## src/rtl/ip2_scan_capture_pkg.sv

```systemverilog
// Shared types and constants for the IP2 scan-chain capture block.
// Holds the FSM state type, scan_load mode codes and a buffer address-width helper.
package cms_pix28_package;

    localparam logic SCAN_REG_MODE_LOAD_COMP = 1'b1;
    localparam logic SCAN_REG_MODE_SHIFT_IN  = 1'b0;

    typedef enum logic [2:0] {
        IDLE   = 3'd0,
        DELAY  = 3'd1,
        RESETN = 3'd2,
        LOAD1  = 3'd3,
        LOAD2  = 3'd4,
        SHIFT  = 3'd5,
        DONE   = 3'd6
    } state_t_sm_ip2_scan_capture;

    // Word-address width of the capture buffer; never narrower than 1 bit.
    function automatic int buf_aw(input int chain_len);
        int words;
        words = chain_len / 32;
        return (words > 1) ? $clog2(words) : 1;
    endfunction

endpackage

```

## src/rtl/ip2_scan_capture_buf.sv

```systemverilog
// Capture buffer: CHAIN_LEN bits written one bit at a time, read as 32-bit words.
// Ports: clk, we_i/wr_bit_i/wr_data_i (bit write), rd_addr_i -> rd_data_o (registered).
module ip2_scan_capture_buf
    import cms_pix28_package::*;
#(
    parameter int CHAIN_LEN = 768
) (
    input  logic                              clk,
    input  logic                              we_i,
    input  logic [buf_aw(CHAIN_LEN)+4:0]      wr_bit_i,
    input  logic                              wr_data_i,
    input  logic [buf_aw(CHAIN_LEN)-1:0]      rd_addr_i,
    output logic [31:0]                       rd_data_o
);

    localparam int WORDS = CHAIN_LEN / 32;
    localparam int AW    = buf_aw(CHAIN_LEN);

    logic [31:0] mem_q [WORDS];
    logic [31:0] rd_data_q;

    // Read and write share an edge, so a read of the word being written
    // returns its old contents.
    always_ff @(posedge clk) begin
        if (we_i) begin
            mem_q[wr_bit_i[AW+4:5]][wr_bit_i[4:0]] <= wr_data_i;
        end
        rd_data_q <= mem_q[rd_addr_i];
    end

    assign rd_data_o = rd_data_q;

endmodule

```

## src/rtl/ip2_scan_capture.sv

```systemverilog
// IP2 scan-chain test sequencer: resets the ASIC, loads comparators, shifts the chain
// out into a capture buffer and counts DNN hits over n_frames frames.
module ip2_scan_capture
    import cms_pix28_package::*;
#(
    parameter int CHAIN_LEN = 768,
    parameter int N_DNN     = 2,
    parameter int CNT_W     = 6,
    parameter int FRAME_W   = 8
) (
    input  logic                             clk,
    input  logic                             reset,
    input  logic                             enable,
    input  logic [CNT_W-1:0]                 clk_counter,
    input  logic [CNT_W-1:0]                 test_delay,
    input  logic [CNT_W-1:0]                 test_trig_out_phase,
    input  logic                             test_mask_reset_not,
    input  logic                             start_re,
    input  logic [FRAME_W-1:0]               n_frames,
    input  logic                             pattern_bit,
    input  logic                             scan_out,
    input  logic [N_DNN-1:0]                 dnn_output,
    input  logic [buf_aw(CHAIN_LEN)-1:0]     rd_addr,
    output logic [31:0]                      rd_data,
    output logic                             o_reset_not,
    output logic                             o_scan_load,
    output logic                             o_scan_in,
    output logic                             o_trig_out,
    output logic                             o_busy,
    output logic                             o_done,
    output logic [FRAME_W-1:0]               o_frame_cnt,
    output logic [N_DNN*32-1:0]              o_dnn_hits,
    output state_t_sm_ip2_scan_capture       o_state
);

    localparam int IW = buf_aw(CHAIN_LEN) + 5;
    localparam logic [IW-1:0] LAST_BIT = IW'(CHAIN_LEN - 1);

    state_t_sm_ip2_scan_capture state_q, state_d;
    logic               reset_not_q, reset_not_d;
    logic               scan_load_q, scan_load_d;
    logic               scan_in_q, scan_in_d;
    logic               trig_q, trig_d;
    logic               done_q, done_d;
    logic [FRAME_W-1:0] frame_cnt_q, frame_cnt_d;
    logic [FRAME_W-1:0] frames_left_q, frames_left_d;
    logic [IW-1:0]      bit_idx_q, bit_idx_d;
    logic [31:0]        hits_q [N_DNN];
    logic [31:0]        hits_d [N_DNN];
    logic               buf_we;
    logic               slot_end;
    logic               trig_hit;

    assign slot_end = (clk_counter == test_delay);
    assign trig_hit = (clk_counter == test_trig_out_phase);

    always_comb begin
        state_d       = state_q;
        reset_not_d   = reset_not_q;
        scan_load_d   = scan_load_q;
        scan_in_d     = scan_in_q;
        trig_d        = trig_q;
        done_d        = done_q;
        frame_cnt_d   = frame_cnt_q;
        frames_left_d = frames_left_q;
        bit_idx_d     = bit_idx_q;
        hits_d        = hits_q;
        buf_we        = 1'b0;
        if (reset || !enable) begin
            state_d       = IDLE;
            reset_not_d   = 1'b1;
            scan_load_d   = SCAN_REG_MODE_LOAD_COMP;
            scan_in_d     = 1'b0;
            trig_d        = 1'b0;
            done_d        = 1'b0;
            frame_cnt_d   = '0;
            frames_left_d = '0;
            bit_idx_d     = '0;
            for (int i = 0; i < N_DNN; i++) hits_d[i] = '0;
        end else begin
            case (state_q)
                IDLE: begin
                    if (start_re) begin
                        state_d       = DELAY;
                        done_d        = 1'b0;
                        frame_cnt_d   = '0;
                        bit_idx_d     = '0;
                        frames_left_d = (n_frames == '0) ? FRAME_W'(1) : n_frames;
                        for (int i = 0; i < N_DNN; i++) hits_d[i] = '0;
                    end
                end
                DELAY: begin
                    if (slot_end) begin
                        state_d     = RESETN;
                        reset_not_d = test_mask_reset_not;
                        scan_load_d = SCAN_REG_MODE_SHIFT_IN;
                    end
                end
                RESETN: begin
                    if (slot_end) begin
                        state_d     = LOAD1;
                        reset_not_d = 1'b1;
                        scan_load_d = SCAN_REG_MODE_LOAD_COMP;
                    end
                end
                LOAD1: begin
                    if (trig_hit) trig_d = 1'b1;
                    if (slot_end) state_d = LOAD2;
                end
                LOAD2: begin
                    if (trig_hit) trig_d = 1'b0;
                    if (slot_end) begin
                        for (int i = 0; i < N_DNN; i++) begin
                            if (dnn_output[i] && hits_q[i] != '1)
                                hits_d[i] = hits_q[i] + 32'd1;
                        end
                        scan_load_d = SCAN_REG_MODE_SHIFT_IN;
                        scan_in_d   = pattern_bit;
                        bit_idx_d   = '0;
                        state_d     = SHIFT;
                    end
                end
                SHIFT: begin
                    scan_load_d = SCAN_REG_MODE_SHIFT_IN;
                    scan_in_d   = pattern_bit;
                    if (slot_end) begin
                        buf_we = 1'b1;
                        if (bit_idx_q == LAST_BIT) begin
                            if (frame_cnt_q != '1)
                                frame_cnt_d = frame_cnt_q + 1'b1;
                            frames_left_d = frames_left_q - 1'b1;
                            scan_load_d   = SCAN_REG_MODE_LOAD_COMP;
                            // Repeat frames go straight back to comparator load.
                            state_d = (frames_left_q == FRAME_W'(1)) ? DONE : LOAD1;
                        end else begin
                            bit_idx_d = bit_idx_q + 1'b1;
                        end
                    end
                end
                DONE: begin
                    done_d      = 1'b1;
                    scan_load_d = SCAN_REG_MODE_LOAD_COMP;
                    state_d     = IDLE;
                end
                default: state_d = IDLE;
            endcase
        end
    end

    always_ff @(posedge clk) begin
        state_q       <= state_d;
        reset_not_q   <= reset_not_d;
        scan_load_q   <= scan_load_d;
        scan_in_q     <= scan_in_d;
        trig_q        <= trig_d;
        done_q        <= done_d;
        frame_cnt_q   <= frame_cnt_d;
        frames_left_q <= frames_left_d;
        bit_idx_q     <= bit_idx_d;
        hits_q        <= hits_d;
    end

    ip2_scan_capture_buf #(
        .CHAIN_LEN (CHAIN_LEN)
    ) u_buf (
        .clk       (clk),
        .we_i      (buf_we),
        .wr_bit_i  (bit_idx_q),
        .wr_data_i (scan_out),
        .rd_addr_i (rd_addr),
        .rd_data_o (rd_data)
    );

    for (genvar g = 0; g < N_DNN; g++) begin : g_hits
        assign o_dnn_hits[32*g +: 32] = hits_q[g];
    end

    assign o_reset_not = reset_not_q;
    assign o_scan_load = scan_load_q;
    assign o_scan_in   = scan_in_q;
    assign o_trig_out  = trig_q;
    assign o_busy      = (state_q != IDLE);
    assign o_done      = done_q;
    assign o_frame_cnt = frame_cnt_q;
    assign o_state     = state_q;

endmodule

```

## config.mk

```make
export PLATFORM = sky130hd
export DESIGN_NAME = ip2_scan_capture
export DESIGN_NICKNAME = d
export VERILOG_FILES = /design/src/rtl/ip2_scan_capture_pkg.sv /design/src/rtl/ip2_scan_capture_buf.sv /design/src/rtl/ip2_scan_capture.sv
export SDC_FILE = /design/constraint.sdc
export NUM_CORES = 1
export LEC_CHECK = 0
export ABC_AREA = 1
export BUFFER_PORTS_ARGS = -buffer_cell sky130_fd_sc_hd__buf_4
export CORE_MARGIN = 3
export CORE_UTILIZATION = 50
export CTS_CLUSTER_DIAMETER = 120
export DETAILED_ROUTE_END_ITERATION = 6
export HOLD_SLACK_MARGIN = 0.12
export PLACE_DENSITY = 0.69
export SYNTH_ARGS = -nofsm -noshare
export SYNTH_HDL_FRONTEND = slang
export SYNTH_SLANG_ARGS = --single-unit
```

## constraint.sdc

```tcl
create_clock -name clk -period 6 [get_ports clk]
set_input_delay 1.5 -clock clk [delete_from_list [all_inputs] [get_ports clk]]
set_output_delay 1.5 -clock clk [all_outputs]
set_load 0.02 [all_outputs]
```

# Yosys cells after proc, flatten, opt, wreduce, memory -nomap -nowiden
# Memories as Yosys holds them, arrays and structs flattened. A register that Yosys moved wholly into a read port is not among the register bits.
# Index checks and enable logic that the tools add are counted.
# op_classes
eq_ne	27
add_sub_neg	5
magnitude_cmp	2
n_reduce_logical	28
muxes	50
# op_table
op	count
$mux W64	2
$pmux W64 S2	1
$mux W32	3
$add A32 B1 Y32 const B	2
$mux W8	8
$ne A32 B32 Y1 const B	2
$mux W10	4
$pmux W8 S2	2
$pmux W10 S3	1
$ne A2 B2 Y1 const B	13
$mux W3	8
$pmux W3 S6	1
$mux W1	14
$eq A6 B6 Y1	2
$reduce_and A4 Y1	3
$reduce_bool A2 Y1	6
$add A10 B1 Y10 const B	1
$eq A10 B10 Y1 const B	1
$reduce_and A5 Y1	2
$eq A3 B3 Y1 const B	3
$reduce_and A3 Y1	3
$add A8 B1 Y8 const B	1
$eq A8 B1 Y1 const B	1
$logic_not A8 Y1	1
other kinds (19)	27
# totals
n_memories	1
ram_bits	768
word_cells	124
register_bits	98
in_bits	40
output_inout_bits	113
# memory_table
name	words	width	rd	rd_clocked_by_memory_dff	write_ports	line_no	text
u_buf.mem_q	24	32	1	1	1	ip2_scan_capture_buf.sv:19	logic [31:0] mem_q [WORDS];

# Longest topological paths before layout
# Gate-level depths: netlist (run 1).
# depth
word_depth	6
ltp_mapped	13
depth_no_buf	12

# Hierarchy
# Synthesis (run 1) repeated with hierarchy kept, for this count alone.
# hier_totals
hier_cells	5158
hier_area_um2	43785.7
# modules_own_cells
mod	seq_area_each_um2	cells_per_inst	n_inst	area_per_inst_um2
ip2_scan_capture_buf	23702.7	3899	1	36686.4
ip2_scan_capture	1961.9	1259	1	7099.3

# Least setup slack after synthesis (run 1)
# No wires, ideal clock.
# synth_path
kind	input-to-reg
start	input enable
end	memory u_buf.mem_q[23][17] (enable)
arrival_ns	2.913
slack_ns	2.790
setup_time_ns	0.297
cell_stages	9
n_path_buf	1
required_ns	5.703
path_cell_list	inv_1 nor2_1 inv_1 nor2_4 nand4_4 nor2_8 nand2_4 buf_6 nor2_2
# synth_between
elab_chain_cells	5
# synth_lines
item	line_no	text
start, declared	ip2_scan_capture.sv:13	input logic enable,
$logic_not A1 Y1	ip2_scan_capture.sv:69	if (reset || !enable) begin
$logic_or A1 B1 Y1	ip2_scan_capture.sv:69	
$mux W1	ip2_scan_capture.sv:69	
$mux W1	ip2_scan_capture_buf.sv:25	if (we_i) begin
$mux W32 (not written as such)	ip2_scan_capture_buf.sv:26	mem_q[wr_bit_i[AW+4:5]][wr_bit_i[4:0]] <= wr_data_i;
end, declared	ip2_scan_capture_buf.sv:19	
# No other way between the ends.

# Worst setup path after layout (run 1)
# layout_path
start	register hits_q (netlist bit o_dnn_hits[32])
end	register hits_q (netlist bit o_dnn_hits[34])
# layout_between
elab_chain_cells	4
word_cells_on_any_way	8
classes_between	add/sub (1); eq/ne (2); mux (3); reduce/logical (2)
# layout_lines
item	line_no	text
start, declared	ip2_scan_capture.sv:48	logic [31:0] hits_q [N_DNN];
start signal, assigned	ip2_scan_capture.sv:160	hits_q <= hits_d;
$add A32 B1 Y32 or $ne A32 B32 Y1 (tied branches)	ip2_scan_capture.sv:115, ip2_scan_capture.sv:114	
$mux W32 or $logic_and A1 B1 Y1 (tied branches)	ip2_scan_capture.sv:114	if (dnn_output[i] && hits_q[i] != '1)
$mux W64 or $ne A2 B2 Y1 (tied branches)	-	
$pmux W64 S2 or $reduce_and A4 Y1 (tied branches)	-	
# Several ways; a longest one is shown, not always the timed one. The select of a mux whose other input is x is not followed.
# A chain may end at the register's enable or synchronous reset.

==> flow_metrics.env, run 1 <==
export IMPL_synth_top_area_share_pct=54.51
export IMPL_dp_slack_ps=2036
export IMPL_critPathMaxStageDelay_ps=840
export IMPL_synth_xor_area_share_pct=0.2484
export IMPL_clock_latency_ps=660
export IMPL_antenna_found_initial=0
export IMPL_core_sq_um=83690
export IMPL_initial_core_util_pct=50.55
export IMPL_gp_congestion=0.8851
export IMPL_fin_area_sq_um=46810
export IMPL_power_leakage_nw=15.40
export IMPL_cp_start_kind="flop"
export IMPL_via_per_inst=5.693
export IMPL_required_ps=6540
export IMPL_synthMuxAreaShare_pct=0.02366
export IMPL_nets=4524
export IMPL_dr_pass1_iters=6
export IMPL_met3_usage_pct=4.481
export IMPL_hold_violations=0
export IMPL_multiInputGateArea_sq_um=14410
export IMPL_met1_usage_pct=33.91
export IMPL_final_setup_viol_count=0
export IMPL_synth_fp_nets=4555
export IMPL_hold_path_endpoint="frames_left_q[1]"
export IMPL_ys_warn_count=0
export IMPL_r2r_end="o_dnn_hits[34]"
export IMPL_worst_pin_slew_ps=1253
export IMPL_wl_per_cell_microns=19.93
export IMPL_synth_area_leaders="edfxtp_1, nor2_1, dfxtp_1"
export IMPL_setup_ws_ps=2496
export IMPL_dp_cells=5513
export IMPL_cp_max_fo=32
export IMPL_synthCells=4506
export IMPL_cts_tree="done"
export IMPL_grt_pass1_vias=30560
export IMPL_cts_sinks=898
export IMPL_rrSetupSlack_ps=2500
export IMPL_r2r_start="o_dnn_hits[32]"
export IMPL_whs_path_depth=2
export IMPL_rows=106
export IMPL_slew_headroom_pct=16.20
export IMPL_fin_crit_sh_pct=58.39
export IMPL_fmax_mhz=285.4
export IMPL_root_buffer="clkbuf_16"
export IMPL_regArea_sq_um=25660
export IMPL_grt_usage_pct=24.96
export IMPL_num_vias=32380
export IMPL_yosysUniqueCellTypes=39
export IMPL_cts_clk_slew_worst_paths_ps=60
export IMPL_drv_cap=0
export IMPL_worstSetupEndpointType="flop"
export IMPL_worstHoldStart="frames_left_q[1]"
export IMPL_crit_arrival_ps=4040
export IMPL_cts_buffers=94
export IMPL_cp_common_cell="nand2_1"
export IMPL_cp_cell_sequence="ha_1 > nand2_1 > nor2_1 > nand2_1 > nor2_1 > nand2_1 > nand2_1 > nand2_1 > buf_4 > nand2_1 > inv_1 > nor2_1 > nor2_1"
export IMPL_cts_buffer_depth=3
export IMPL_grt_setup_unrepaired="false"
export IMPL_pin_count=153
export IMPL_fp_dieArea_sq_um=88130
export IMPL_finClkSkew_ps=20.96
export IMPL_syn_avg_cell_area_sq_um=9.388
export IMPL_fin_cells=5688
export IMPL_h_tree_depth=3
export IMPL_synth_simple_gate_area_share_pct=23.27
export IMPL_netlist_area_sq_um=42300
export IMPL_async_flop_share_pct=0
export IMPL_cts_hold_buf=0
export IMPL_die_h_microns=296.9
export IMPL_synthAdderAreaFrac_pct=0.2662
export IMPL_yosysMostFrequentCell="nor2_1"
export IMPL_grt_busiest_layer="met2"
export IMPL_syn2layout_area_growth_pct=10.64
export IMPL_synth_edff_count=768
export IMPL_grt_first_pass_wirelength_microns=173500
export IMPL_wirelength_microns=113400
export IMPL_synth_compound_area_share_pct=10.09
export IMPL_postCtsSetupBuffers=0
export IMPL_place_area_sq_um=43760
export IMPL_die_x_microns=296.9
export IMPL_ys_ff_latch=898
export IMPL_synth_top_area_cell="edfxtp_1"
export IMPL_port_buffers=152
export IMPL_critPathSlowestCell="nand2_1"
export IMPL_reg2reg_depth=13
export IMPL_cts_resized=0
export IMPL_status="finished clean"
export IMPL_drc=0
export IMPL_slew_viol_final=0
export IMPL_period_minus_slack_ps=3504
export IMPL_yosysSeqAreaShare_pct=60.67
export IMPL_synth_top_family_by_area="simple AND/OR/NAND/NOR gates"
export IMPL_drive_gt1_share_pct=12.17
export IMPL_worst_setup_path_type="reg2reg"
export IMPL_ys_flop_type="edfxtp_1"
export IMPL_tns_ps=0
export IMPL_grt_overflow=0
export IMPL_power_density_nw_per_um2=292.9
export IMPL_ir_worst_vdd_mv=0.2072
export IMPL_antenna_left=0
export IMPL_grt_max_degree=189
export IMPL_fill_cells=7315
export IMPL_hold_path_class="reg2reg"
export IMPL_drtIter0Drc=3497
export IMPL_utilization_pct=55.93
export IMPL_crit_start="o_dnn_hits[32]"
export IMPL_hpwl_microns=59340
export IMPL_met2_usage_pct=40.46
export IMPL_ys_top_cells_by_count="nor2_1, edfxtp_1, nand2_1"
[power by group]
group	switching (mW)	leakage, nW	internal (mW)	total [mW]
Sequential	0.0634	7.96	6.82	6.88
Combinational	0.761	5.94	0.317	1.08
Clock	2.45	1.50	3.30	5.75
[metal layers]
| layer | wire length, microns | vias to the layer above |
|---|---|---|
| met5 | 0 | - |
| met4 | 3958 | 0 |
| met3 | 9948 | 248 |
| met2 | 52650 | 1377 |
| met1 | 46820 | 15600 |
| li1 | - | 15160 |
[registers in the layout (all words and copies together), names as in the netlist, 3 cells and up]
register,flops
u_buf.mem_q,768
o_frame_cnt,8
o_state,3
frames_left_q,8
bit_idx_q,10
o_dnn_hits,64
u_buf.rd_data_o,32
[critical path: cells and delay by family (launching register included)]
family                     cells  cell delay [ps]
adders and majority gates      1              250
DFF                            1              490
buffers and inverters          2              530
and+or+nand+nor               10             2080
[through the flow]
step	hold WS, ps	power [mW]
2_1_floorplan	445.3	7.674
3_3_place_gp	454.6	8.072
3_5_place_dp	454.1	8.085
4_1_cts	468.5	13.78
5_1_grt	494.1	14.15
6_report	469.2	13.71
[worst max-delay path by stage]
| stage | end | slack, ps | cells after the start |
|---|---|---|---|
| finish | o_dnn_hits[34] | 2500 | 13 |
| CTS | o_dnn_hits[34] | 2580 | 13 |
| global placement | o_dnn_hits[32] | 2090 | 10 |
| floorplan | u_buf.mem_q[23][17] | 2790 | 9 |
| global route | o_dnn_hits[34] | 2230 | 13 |
| detailed placement | o_dnn_hits[34] | 2040 | 10 |
[layout by cell type (no fill, tap or decap), types with 6 or more instances in the layout]
| cell type | count |
|---|---|
| o22ai_1 | 45 |
| nand2_2 | 26 |
| inv_1 | 133 |
| inv_2 | 6 |
| o21bai_1 | 19 |
| buf_12 | 9 |
| clkbuf_16 | 95 |
| nor2_2 | 121 |
| xnor2_1 | 7 |
| o211ai_1 | 116 |
| buf_4 | 198 |
| o221ai_1 | 33 |
| edfxtp_1 | 768 |
| o21ai_0 | 475 |
| nand2_4 | 32 |
| bufinv_16 | 7 |
| dfxtp_1 | 130 |
| clkinv_2 | 24 |
| ha_1 | 9 |
| nor3_1 | 17 |
| nand2_1 | 529 |
| nand3_1 | 170 |
| clkbuf_8 | 7 |
| nor2_1 | 1415 |
| clkbuf_1 | 20 |
| a21oi_1 | 56 |
| clkinv_1 | 13 |
| nand4_1 | 25 |
[logic make-up after synthesis]
kind of cell | count (synthesis)
flip-flops | 898
AND/OR/NAND/NOR | 2357
XOR/XNOR | 12
adder cells (fa/ha/maj) | 9
multiplexers | 1
buffers and inverters | 482
AO/OA/AOI/OAI | 747
[cell type report]
cell class	instances	share of cell area (%)
Clock buffer	121	5.416
Sequential cell	898	54.83
Multi-Input combinational cell	3126	30.78
Tap cell	1134	3.031
Clock inverter	53	1.093
Inverter	145	1.187
Antenna cell	1	0.005346
Timing Repair Buffer	210	3.654
Power figures use the tool's default switching activity.
==> inputs of run 2 (changes only) <==
--- a/config.mk
+++ b/config.mk
@@ -12,7 +12,7 @@
 export CTS_CLUSTER_DIAMETER = 120
 export DETAILED_ROUTE_END_ITERATION = 6
 export HOLD_SLACK_MARGIN = 0.12
-export PLACE_DENSITY = 0.69
+export PLACE_DENSITY = 0.71
 export SYNTH_ARGS = -nofsm -noshare
 export SYNTH_HDL_FRONTEND = slang
 export SYNTH_SLANG_ARGS = --single-unit
==> constraint.sdc (replaced) <==
create_clock -name clk -period 2.9 [get_ports clk]
set_input_delay 0.725 -clock clk [delete_from_list [all_inputs] [get_ports clk]]
set_output_delay 0.725 -clock clk [all_outputs]
set_load 0.02 [all_outputs]
==> run 2 against run 1 <==
Setup slack worse by 2300 ps. Global-route usage is 0.54 points higher. Clock power is 110% higher. Largest power group unchanged. Register-to-register slack worse by 2300 ps. First-iteration DRC count up 13%. Sequential power is 110% higher. Maximum frequency is 32% higher. Critical path depth shrank 4. Die area did not move. Routed wire length grew 2.3%. Critical path type unchanged. Final cell count increased by 1.3%. Critical endpoint is now u_buf.mem_q[4][8]. Worst hold slack worse by 160 ps.
==> flow_metrics.env, run 2 (synthesized netlist as in run 1, its figures left out) <==
export IMPL_status="finished clean"
export IMPL_worstHoldStart="test_mask_reset_not"
export IMPL_mostFrequentLayoutCells="nor2_1, edfxtp_1, nand2_1, o21ai_0, buf_4"
export IMPL_clock_latency_ps=670
export IMPL_pin_count=153
export IMPL_final_setup_viol_count=0
export IMPL_wirelength_microns=116000
export IMPL_grt_first_pass_wirelength_microns=177200
export IMPL_grt_setup_unrepaired="false"
export IMPL_die_h_microns=296.9
export IMPL_utilization_pct=57.07
export IMPL_r2r_start="o_state[2]"
export IMPL_whs_path_depth=3
export IMPL_diodes=0
export IMPL_drc=0
export IMPL_die_x_microns=296.9
export IMPL_grt_pass1_vias=30830
export IMPL_antenna_found_initial=0
export IMPL_hold_violations=0
export IMPL_finClkSkew_ps=39.71
export IMPL_syn2layout_area_growth_pct=12.90
export IMPL_reg2reg_depth=9
export IMPL_cp_start_kind="flop"
export IMPL_r2r_end="u_buf.mem_q[4][8]"
export IMPL_port_buffers=152
export IMPL_ir_worst_vdd_mv=0.4587
export IMPL_slew_viol_final=0
export IMPL_power_total_mw=28.47
export IMPL_worstSetupEndpointType="flop"
export IMPL_hold_path_class="in2reg"
export IMPL_switching_share_pct=24.26
export IMPL_switching_power_mw=6.905
export IMPL_fp_dieArea_sq_um=88130
export IMPL_cts_sinks=898
export IMPL_grt_max_degree=151
export IMPL_period_minus_slack_ps=2658
export IMPL_power_density_nw_per_um2=596.1
export IMPL_comb_power_share_pct=8.3
export IMPL_cts_tree="done"
export IMPL_gp_congestion=0.8819
export IMPL_hpwl_microns=63760
export IMPL_drtIter0Drc=3941
export IMPL_fill_cells=7167
export IMPL_cts_clk_slew_worst_paths_ps=60
export IMPL_cts_hold_buf=0
export IMPL_slew_headroom_pct=47.30
export IMPL_grt_overflow=0
export IMPL_required_ps=3270
export IMPL_rrSetupSlack_ps=240
export IMPL_hold_path_endpoint="o_reset_not"
export IMPL_nets=4598
export IMPL_wl_per_cell_microns=20.12
export IMPL_core_sq_um=83690
export IMPL_p_clk_share_pct=41.7
export IMPL_largest_register_ffs=768
export IMPL_num_vias=33080
export IMPL_drv_cap=0
export IMPL_root_buffer="clkbuf_16"
export IMPL_cts_buffers=94
export IMPL_fmax_mhz=376.2
export IMPL_initial_core_util_pct=50.55
export IMPL_power_leakage_nw=15.90
export IMPL_layout_commonest_cell="nor2_1"
export IMPL_antenna_left=0
export IMPL_worst_setup_path_type="reg2reg"
export IMPL_dr_pass1_iters=6
export IMPL_fin_crit_sh_pct=91.66
export IMPL_cts_buffer_depth=3
export IMPL_grt_usage_pct=25.50
export IMPL_drive_gt1_share_pct=13.39
export IMPL_h_tree_depth=3
export IMPL_worst_pin_slew_ps=790.6
export IMPL_via_per_inst=5.739
export IMPL_internal_power_mw=21.56
export IMPL_rows=106
export IMPL_crit_arrival_ps=3030
export IMPL_cp_max_fo=24
export IMPL_seq_power_share_pct=49.9
[run 2: repair_timing]
action                                  CTS  global route
endpoints found under the setup margin    0           156
buffers inserted                          0            10
resized for setup                         0             0
[run 2: worst max path at each step]
stage	from	to	depth (start not counted)
detailed placement	clk_counter[2]	u_buf.mem_q[6][17]	9
global route	o_state[2]	u_buf.mem_q[4][19]	9
finish	o_state[2]	u_buf.mem_q[4][8]	9
floorplan	enable	u_buf.mem_q[23][17]	9
CTS	o_state[2]	u_buf.mem_q[7][17]	8
global placement	test_delay[0]	u_buf.mem_q[12][17]	8
[run 2: per-stage QoR]
stage / setup TNS, ps / instance area (sq um) / std cells / hold WS, ps / setup WS (ps)
floorplan: 0 / 42300 / 4506 / 445.3 / 465.2
global placement: 0 / 44560 / 5577 / 455.4 / 28.38
detailed placement: -50.76 / 44560 / 5577 / 463.2 / -13.31
CTS: 0 / 47620 / 5753 / 279.2 / 84.35
global route: 0 / 47760 / 5763 / 315.9 / 85.32
finish: 0 / 47760 / 5763 / 312.7 / 241.9
[run 2: critical path, stage by stage (launching register included)]
cell and delay, ps:
dfxtp_1 510, inv_2 150, nor2_8 330, inv_4 60, nor2_4 120, nand4_4 320
nor2_8 330, buf_12 150, nand2_4 180, nor2_1 190
[run 2: power groups by stage]
stage          clock, mW  combinational (mW)  sequential [mW]
2_1_floorplan          0                1.31             14.6
3_3_place_gp           0                2.32             14.5
3_5_place_dp           0                2.35             14.5
4_1_cts             12.0                2.36             14.2
5_1_grt             12.5                2.61             14.2
6_report            11.9                2.37             14.2
[run 2: layout make-up]
class	instances	area (sq um)	share of cell area, %
Clock inverter	54	500.5	1.048
Inverter	145	554.3	1.161
Tap cell	1134	1419	2.971
Multi-Input combinational cell	3126	14410	30.17
Timing Repair Buffer	284	2654	5.556
Clock buffer	122	2560	5.360
Sequential cell	898	25660	53.74
[run 2: metal layers]
| metal | wire length, microns | share of wire, % | global-route usage [%] |
|---|---|---|---|
| met5 | 0 | 0 | 0 |
| met4 | 3531 | 3.0 | 8.200 |
| met3 | 10960 | 9.4 | 4.027 |
| met2 | 55260 | 48 | 42.72 |
| met1 | 46210 | 40 | 34.17 |
